--- config.mk ---
export PLATFORM = sky130hd
export DESIGN_NAME = ifetch_port
export DESIGN_NICKNAME = d
export VERILOG_FILES = /design/src/rtl/ifetch_port.sv
export SDC_FILE = /design/constraint.sdc
export NUM_CORES = 1
export LEC_CHECK = 0
export BUFFER_PORTS_ARGS = -buffer_cell sky130_fd_sc_hd__buf_2
export CELL_PAD_IN_SITES_DETAIL_PLACEMENT = 1
export CELL_PAD_IN_SITES_GLOBAL_PLACEMENT = 1
export CORE_ASPECT_RATIO = 1.5
export CORE_MARGIN = 2
export CORE_UTILIZATION = 38
export DETAILED_ROUTE_END_ITERATION = 12
export PLACE_DENSITY_LB_ADDON = 0.25
export SYNTH_ARGS = -nofsm -noshare
export SYNTH_HDL_FRONTEND = slang
export SYNTH_SLANG_ARGS = --single-unit
--- constraint.sdc ---
create_clock -name clk -period 2.1 [get_ports clk]
set_input_delay 0.105 -clock clk [delete_from_list [all_inputs] [get_ports clk]]
set_output_delay 0.105 -clock clk [all_outputs]
set_load 0.1 [all_outputs]
--- src/rtl/ifetch_port.sv ---
// Instruction-fetch port: runs one req/ack transaction per fetch_start and latches the word into ir.
// Optional per-fetch wait timeout is compiled in with `define IFETCH_TIMEOUT_EN.
module ifetch_port #(
  parameter logic [31:0] RESET_IR       = 32'h0000_0000,
  parameter int unsigned TIMEOUT_CYCLES = 255
) (
  input  logic        clk,
  input  logic        rst,
  input  logic        fetch_start,
  input  logic [31:0] iad,
  output logic        mem_req,
  output logic [31:0] mem_addr,
  input  logic        mem_ack,
  input  logic [31:0] mem_rdata,
  output logic [31:0] ir,
  output logic        fetch_wait,
  output logic        fetch_done,
  output logic        misalign,
  output logic        timeout
);

  typedef enum logic [1:0] {S_IDLE, S_REQ, S_DONE} state_t;

  localparam logic [31:0] ADDR_RST = 32'h0001_0000;

  state_t      r_state;
  logic        r_mem_req;
  logic [31:0] r_mem_addr;
  logic [31:0] r_ir;
  logic        r_fetch_done;
  logic        r_misalign;
  logic        r_timeout;
  logic        w_aligned;
  logic        w_expire;

  if (TIMEOUT_CYCLES < 1 || TIMEOUT_CYCLES > 255) begin : g_bad_timeout
    $error("ifetch_port: TIMEOUT_CYCLES must be within 1..255");
  end

`ifdef IFETCH_TIMEOUT_EN
  localparam logic [7:0] TMO = 8'(TIMEOUT_CYCLES);
  logic [7:0] r_wait_cnt;
  // Count reaches TMO on this cycle if the ack is still missing.
  assign w_expire = (r_wait_cnt + 8'd1) == TMO;
`else
  assign w_expire = 1'b0;
`endif

  assign w_aligned  = (iad[1:0] == 2'b00);
  assign fetch_wait = (r_state != S_IDLE) | fetch_start;

  always_ff @(posedge clk or negedge rst) begin
    if (!rst) begin
      r_state      <= S_IDLE;
      r_mem_req    <= 1'b0;
      r_mem_addr   <= ADDR_RST;
      r_ir         <= RESET_IR;
      r_fetch_done <= 1'b0;
      r_misalign   <= 1'b0;
      r_timeout    <= 1'b0;
`ifdef IFETCH_TIMEOUT_EN
      r_wait_cnt   <= 8'd0;
`endif
    end else begin
      case (r_state)
        S_IDLE: begin
          if (fetch_start) begin
            if (w_aligned) begin
              r_mem_addr <= iad;
              r_mem_req  <= 1'b1;
              r_state    <= S_REQ;
`ifdef IFETCH_TIMEOUT_EN
              r_wait_cnt <= 8'd0;
`endif
            end else begin
              // Misaligned: complete immediately without touching the bus.
              r_ir         <= RESET_IR;
              r_misalign   <= 1'b1;
              r_fetch_done <= 1'b1;
              r_state      <= S_DONE;
            end
          end
        end
        S_REQ: begin
          if (mem_ack) begin
            r_ir         <= mem_rdata;
            r_mem_req    <= 1'b0;
            r_fetch_done <= 1'b1;
            r_state      <= S_DONE;
          end else if (w_expire) begin
            r_ir         <= RESET_IR;
            r_mem_req    <= 1'b0;
            r_timeout    <= 1'b1;
            r_fetch_done <= 1'b1;
            r_state      <= S_DONE;
          end else begin
`ifdef IFETCH_TIMEOUT_EN
            r_wait_cnt <= r_wait_cnt + 8'd1;
`endif
          end
        end
        S_DONE: begin
          r_fetch_done <= 1'b0;
          r_misalign   <= 1'b0;
          r_timeout    <= 1'b0;
          r_state      <= S_IDLE;
        end
        default: r_state <= S_IDLE;
      endcase
    end
  end

  assign mem_req    = r_mem_req;
  assign mem_addr   = r_mem_addr;
  assign ir         = r_ir;
  assign fetch_done = r_fetch_done;
  assign misalign   = r_misalign;
  assign timeout    = r_timeout;

endmodule

# Yosys cells after proc, flatten, opt, wreduce, memory -nomap -nowiden
# Index checks and enable logic that the tools add are counted.
# word_totals
regBits	69
latchBits	0
ram_bits	0
romBits	0
inputBits	68
out_inout_bits	69
elab_cells	42
memories	0
# op_classes
addsub	0
multipliers	0
div_mod_pow	0
order_cmp	0
n_eq_ne	6
shift	0
muxes	17
n_bitwise	1
n_reduce_logical	12
# ops
cell	n
two-way mux 32 bit	3
case mux 32 bit (2 select lines)	1
AND reduction 4 bit	3
inequality test 2 bit (second input constant)	4
two-way mux 1 bit	6
two-way mux 2 bit	3
AND reduction 3 bit	2
nonzero test 2 bit	3
zero test 2 bit	2
case mux 1 bit (2 select lines)	2
case mux 2 bit (2 select lines)	1
case mux 1 bit (3 select lines)	1
nonzero test 3 bit	1
== test 2 x 1 -> 1 bit (second input constant)	1
== test 2 bit (second input constant)	1
AND reduction 2 bit	1
bitwise OR 1 bit	1

# Depth between registers and ports, before layout
# Gate-level depths: netlist of the first run.
# logic_depth
word_depth	4
ltp_mapped	5
depth_no_buf	3

# Least setup slack after synthesis of the first run
# No wires, ideal clock.
# synth_path
kind	flip-flop to output port
start	register r_state[1]
end	output port fetch_wait
t_arrival_ns	1.301
required_ns	1.995
slack_ns	0.694
stages_incl_launch_ff	3
n_path_buf	1
cell_sequence	dfrtp_1 -> buf_2 -> or3_1
# synth_between
elab_chain_cells	2
# synth_rtl
item	line	source
start, declared	26	state_t r_state;
start signal, assigned	54	r_state <= S_IDLE;
start signal, assigned	71	r_state <= S_REQ;
start signal, assigned	80	r_state <= S_DONE;
nonzero test 2 bit	50	assign fetch_wait = (r_state != S_IDLE) | fetch_start;
bitwise OR 1 bit	50	
end, declared	16	output logic fetch_wait,
# No other way between the ends.

# Final worst setup path of the first run
# Same ends and word-level chain as after synthesis.

==> flow_metrics.tcl, run 1 <==
set metrics [dict create \
    cts_buffers 9 \
    critPathLaunchType "flip-flop" \
    required_ns 2.00 \
    met1_length_um 2970 \
    floorplan.die_area_um2 8450 \
    grt_setup_unrepaired "no" \
    arrival_ns 1.63 \
    synth_area_um2 2930 \
    syn_nets 298 \
    synth.avg_cell_area_um2 12.7 \
    wl_per_cell_um 15.1 \
    clkSinkCount 69 \
    die-height_um 112 \
    worst_slew_pin_slew_ns 0.878 \
    finalNonFillerCells 480 \
    syn-instance-count 230 \
    dr.pass1.iters 4 \
    synth_top_area_share_pct 58.0 \
    rows 39 \
    vias 2298 \
    track_usage_pct 17.7 \
    postSynthRegisterBits 69 \
    viasPerCell 4.79 \
    ys_types 27 \
    yosysWarnings 0 \
    synth_area_leader_cell "dfrtp_1" \
    min_path_type "primary input to flip-flop" \
    fmax_ghz 0.577 \
    dpl.cell_count 456 \
    synth_edf_count 0 \
    setup_tns_ns 0 \
    layout.nets 441 \
    drc 0 \
    wl_met2_um 3760 \
    max_cap_viol_count 0 \
    min-delay-start "mem_rdata[24]" \
    pin_count 137 \
    dr.max_layer_used "met4" \
    wl_um 7230 \
    clkLatencyLatePin_ns 0.32 \
    ant_nets 0 \
    io_buffers 135 \
    grt_overflow_total 0 \
    fin_crit_ns 1.73 \
    root_buffer "clkbuf_16" \
    reg2reg_from "r_state[0]" \
    netlist_top_cells_area "dfrtp_1 (58%), mux2_4 (13%), a22oi_1 (8.2%), o21ai_0 (5.3%), inv_1 (4.4%)" \
    final_max_slew_viol_count 0 \
    fillers 837 \
    grt_pass1_vias 2348 \
    seq_area_um2 1730 \
    max_slew_margin_pct 41.4 \
    grt_max_degree 70 \
    drive_above_1_share_pct 50.3 \
    clk_transition_reported_paths_ns 0.06 \
    final.setup_skew_ns 0.00640 \
    crit_start "r_state[1]" \
    setup_viol 0 \
    synth_ff_type "dfrtp_1" \
    dp_hpwl_um 4900 \
    cts_tree "built" \
    antenna_found_initial 0 \
    wl_met3_um 422 \
    clock_path_buffers 2 \
    status "finished, final reports clean" \
    multiInputGateArea_um2 980 \
    path_class "flip-flop to output port" \
    core_area_um2 7560 \
    cp_max_fo 38 \
    synth_seq_area_share_pct 58.9 \
    grt_pass1_wl_um 11400 \
    async_flop_share_pct 100 \
    htree_levels 3 \
    place.gp.congestion 0.747 \
    drt_iter0_drc 93 \
    cp-end-kind "output port" \
    syn_to_final_growth_pct 38.8 \
    initial_core_util_pct 38.8 \
    diodes 0 \
    die_w_um 75.7 \
    fin_crit_sh_pct 82.6 \
    finalHoldViolations 0 \
]
## through the flow
stage,worst slack (ns),cell area (µm²),util [%],hold slack (ns)
3_5_place_dp,0.399,3690,48.7,0.281
2_1_floorplan,0.694,2930,-,-0.191
6_report,0.366,4070,53.8,0.0110
5_1_grt,0.289,4070,53.8,0.00842
3_3_place_gp,0.455,3690,48.7,0.280
4_1_cts,0.341,4070,53.8,0.00104
## registers in the layout, summed over array words and instances, names as in the netlist
name        flops
mem_req         1
ir             32
mem_addr       32
fetch_done      1
r_state         2
misalign        1
## what timing repair did
item | in CTS | in global routing
hold buffers | 8 | 0
buffers inserted | 0 | 0
gates resized for setup | 0 | 0
hold endpoints to repair | 75 | 0
## cell families (layout without fill, tap and decap cells)
logic type / Yosys count / count (layout) / synth area share, %
mux: 30 / 30 / 14.9
other cells: 1 / 1 / 0.128
flops: 69 / 69 / 58.9
simple gates: 12 / 12 / 3.20
buf+inv: 49 / 197 / 7.64
compound gates: 69 / 69 / 15.2
## layer usage
layer / vias up / track usage (%)
li1: 1071 / -
met1: 1138 / 22.1
met2: 82 / 29.0
met3: 7 / 4.71
met4: 0 / 6.32
met5: - / 0
## worst max-delay path, cell delays in order (launching register included)
cell,delay [ns]
dfrtp_1,0.39
buf_4,0.27
or3_1,0.46
buf_12,0.19
## final cells by class
type	count	area share [%]
inverters	34	3.14
flip-flops and latches	69	42.5
clock buffers	12	6.30
multi-input cells	112	24.1
clock inverters	4	1.17
repair buffers	147	19.7
well taps	102	3.14
## cells in the mapped netlist (all sizes together) (2+ instances only)
| master | count |
|---|---|
| inv | 34 |
| nor2 | 3 |
| buf | 11 |
| clkbuf | 4 |
| o21ai | 34 |
| dfrtp | 68 |
| a2bb2oi | 2 |
| mux2 | 30 |
| a22oi | 32 |
| and2 | 2 |
| nand2 | 2 |
## cells in the final DEF (no fill, tap or decap), types with 2 or more instances in the layout
cell type / instances
buf_2: 133
dlygate4sd3_1: 8
o21ai_0: 31
a22oi_1: 32
inv_1: 34
clkinv_2: 2
nand2_1: 2
dfrtp_1: 68
mux2_4: 26
a2bb2oi_1: 2
o21ai_1: 2
buf_4: 5
clkbuf_16: 9
clkbuf_8: 2
mux2_2: 4
and2_1: 2
## worst paths after layout
path                                     end  slack (ns)  depth (start not counted)
worst max-delay path              fetch_wait        0.37                          3
worst min-delay path                  ir[24]        0.01                          3
worst max register to register  mem_addr[13]        0.42                          3
worst min register to register   mem_addr[4]        0.50                          1
max in group asynchronous             ir[15]        1.08                          2
min in group asynchronous       mem_addr[18]        0.45                          2
Power of run 1 is left out: the tool's default activity adds up to more than one toggle a clock period on the data nets, which glitch-free logic cannot reach.
==> run 2, diff against run 1 <==
--- a/config.mk
+++ b/config.mk
@@ -5,12 +5,13 @@
 export SDC_FILE = /design/constraint.sdc
 export NUM_CORES = 1
 export LEC_CHECK = 0
+export ABC_AREA = 1
 export BUFFER_PORTS_ARGS = -buffer_cell sky130_fd_sc_hd__buf_2
 export CELL_PAD_IN_SITES_DETAIL_PLACEMENT = 1
 export CELL_PAD_IN_SITES_GLOBAL_PLACEMENT = 1
 export CORE_ASPECT_RATIO = 1.5
 export CORE_MARGIN = 2
-export CORE_UTILIZATION = 38
+export CORE_UTILIZATION = 34
 export DETAILED_ROUTE_END_ITERATION = 12
 export PLACE_DENSITY_LB_ADDON = 0.25
 export SYNTH_ARGS = -nofsm -noshare
==> constraint.sdc (replaced) <==
create_clock -name clk -period 1.6 [get_ports clk]
set_input_delay 0.08 -clock clk [delete_from_list [all_inputs] [get_ports clk]]
set_output_delay 0.08 -clock clk [all_outputs]
set_load 0.1 [all_outputs]
==> flow_metrics.tcl, run 2 <==
set metrics [dict create \
    status "finished, final reports clean" \
    arrival_ns 1.71 \
    layout.cells.most_common_list "buf_2 (134), nand2_1 (78), dfrtp_1 (68)" \
    netlist_top_cells_area "dfrtp_1 (55%), nand3_2 (10%), o21ai_1 (9.6%), nand2_1 (9.4%), inv_1 (4.7%)" \
    clkSinkCount 69 \
    die_w_um 82.1 \
    yosysMostFrequentCell "nand2_1" \
    syn-instance-count 316 \
    dpl.cell_count 550 \
    path_class "flip-flop to flip-flop" \
    clk_transition_reported_paths_ns 0.05 \
    grt_setup_unrepaired "yes" \
    synth.avg_cell_area_um2 9.86 \
    yosys-top-cells-count "nand2_1 (78), dfrtp_1 (68), o21ai_1 (60)" \
    rows 42 \
    io_buffers 135 \
    postSynthRegisterBits 69 \
    dp_hpwl_um 6130 \
    viasPerCell 4.60 \
    grt_pass1_vias 3146 \
    setup_viol 0 \
    fin_crit_sh_pct 93.2 \
    final.setup_skew_ns 0.00548 \
    die-height_um 121 \
    fmax_ghz 0.671 \
    drive_above_1_share_pct 39.0 \
    final_area_um2 4760 \
    fillers 1041 \
    use_met2_pct 37.8 \
    grt_pass1_wl_um 15600 \
    root_buffer "clkbuf_16" \
    ys_types 25 \
    max_cap_viol_count 0 \
    fin_crit_ns 1.49 \
    async_flop_share_pct 100 \
    clockPowerShare_pct 19.6 \
    synth_edf_count 0 \
    core_area_um2 8880 \
    max_slew_margin_pct 56.3 \
    syn_to_final_growth_pct 52.8 \
    wl_um 9740 \
    clock_path_buffers 2 \
    p_sw_mw 5.98 \
    top_usage_layer "met2" \
    dr.pass1.iters 4 \
    critPathLaunchType "flip-flop" \
    grt_overflow_total 0 \
    cts_tree "built" \
    met1_usage_pct 23.9 \
    synth_seq_area_share_pct 55.5 \
    placed_area_um2 3840 \
    pwr-share-seq_pct 24.7 \
    synth_top_area_share_pct 54.6 \
    final_common_cell "buf_2" \
    syn_nets 384 \
    synth_ff_type "dfrtp_1" \
    place.gp.congestion 0.802 \
    layout.nets 579 \
    p_total_mw 10.5 \
    drc 0 \
    finalNonFillerCells 626 \
    ant_nets 0 \
    worst_slew_pin_slew_ns 0.656 \
    htree_levels 3 \
    p_int_mw 4.47 \
    power_density_nw_per_um2 2200 \
    required_ns 1.82 \
    whs_ns 0.0112 \
    clkLatencyLatePin_ns 0.33 \
    grt_util_met3_pct 4.02 \
    cp_max_fo 34 \
    floorplan.die_area_um2 9960 \
    vias 2882 \
    cp-end-kind "flip-flop" \
    antenna_found_initial 0 \
    synth_area_um2 3110 \
    track_usage_pct 21.3 \
    yosysWarnings 0 \
    diodes 0 \
    cts_buffers 9 \
    final_util_pct 53.6 \
    grt_max_degree 44 \
    synth_area_leader_cell "dfrtp_1" \
    min_path_type "primary input to flip-flop" \
    pin_count 137 \
    initial_core_util_pct 35.1 \
    sw_frac_of_total_pct 57.2 \
    peakVddDrop_uv 1390 \
    final_max_slew_viol_count 0 \
    finalHoldViolations 0 \
    power.leakage_nw 2.67 \
    power_frac_comb_pct 55.7 \
    drt_iter0_drc 135 \
    wl_per_cell_um 15.6 \
]
## run 2: cell types whose count changed in the layout (fill, tap and decap cells not counted), sizes merged, moves of 4 or more
cell / before / now
mux2: 30 / 0
a22oi: 32 / 0
nand2: 2 / 81
o21ai: 34 / 62
nand3: 1 / 35
inv: 34 / 42
dlygate4sd3: 8 / 60
buf: 139 / 143
## run 2: routing by layer
metal | vias to the layer above | part of all wire [%]
li1 | 1392 | -
met1 | 1388 | 38
met2 | 80 | 54
met3 | 22 | 4.5
met4 | 0 | 2.7
met5 | - | 0
## run 2: path summary, 6_finish.rpt
kind	from	end	slack (ns)	cells after the start
setup / recovery	r_state[1]	fetch_done	0.11	7
min in group asynchronous	rst	mem_addr[21]	0.33	2
setup reg to reg	r_state[1]	fetch_done	0.11	7
max in group asynchronous	rst	ir[31]	0.70	3
hold / removal	mem_rdata[26]	ir[26]	0.01	3
hold reg to reg	mem_addr[0]	mem_addr[0]	0.46	2
## run 2: final cells by class
class / count / area [µm²] / share of cell area, %
clock inverter: 4 / 45.0 / 0.947
clock buffer: 12 / 267 / 5.60
sequential: 69 / 1730 / 36.3
multi-input combinational: 186 / 1040 / 21.8
timing repair buffer: 203 / 1380 / 28.9
tap: 110 / 138 / 2.89
inverter: 42 / 165 / 3.47
## run 2: logic make-up after synthesis
| logic type | count (synthesis) | synth area share (%) |
|---|---|---|
| flops | 69 | 55.5 |
| other cells | 1 | 0.120 |
| compound gates | 64 | 10.3 |
| simple gates | 121 | 22.8 |
| buf+inv | 61 | 11.3 |
## run 2: power by group through the flow
stage	sequential (mW)	combinational, mW	clock [mW]
floorplan	6.38	1.04	0
global placement	2.58	5.65	0
detailed placement	2.61	5.71	0
CTS	2.58	5.84	2.12
global route	2.66	6.07	2.20
finish	2.58	5.82	2.05
## run 2: what timing repair did
action                                  CTS  global route
resized for setup                         1             0
buffers inserted                          0             0
hold buffers                             60             0
pin swaps                                 0             1
endpoints found under the setup margin    1             2
hold endpoints to repair                 79             0
## run 2: critical path: stages (launching register included)
cell and delay [ns]:
dfrtp_1 0.50, inv_2 0.08, nand3_2 0.13, nand2_8 0.16, inv_8 0.28, nand2_1 0.10, nand2_1 0.07, nand2_1 0.04
## run 2: stage by stage
step           setup WS, ns  setup TNS (ns)
2_1_floorplan         0.119               0
3_3_place_gp          0.166               0
3_5_place_dp          0.106               0
4_1_cts              0.0953               0
5_1_grt            -0.00423        -0.00423
6_report              0.110               0
Note: power is estimated with default switching activity, not from simulation.
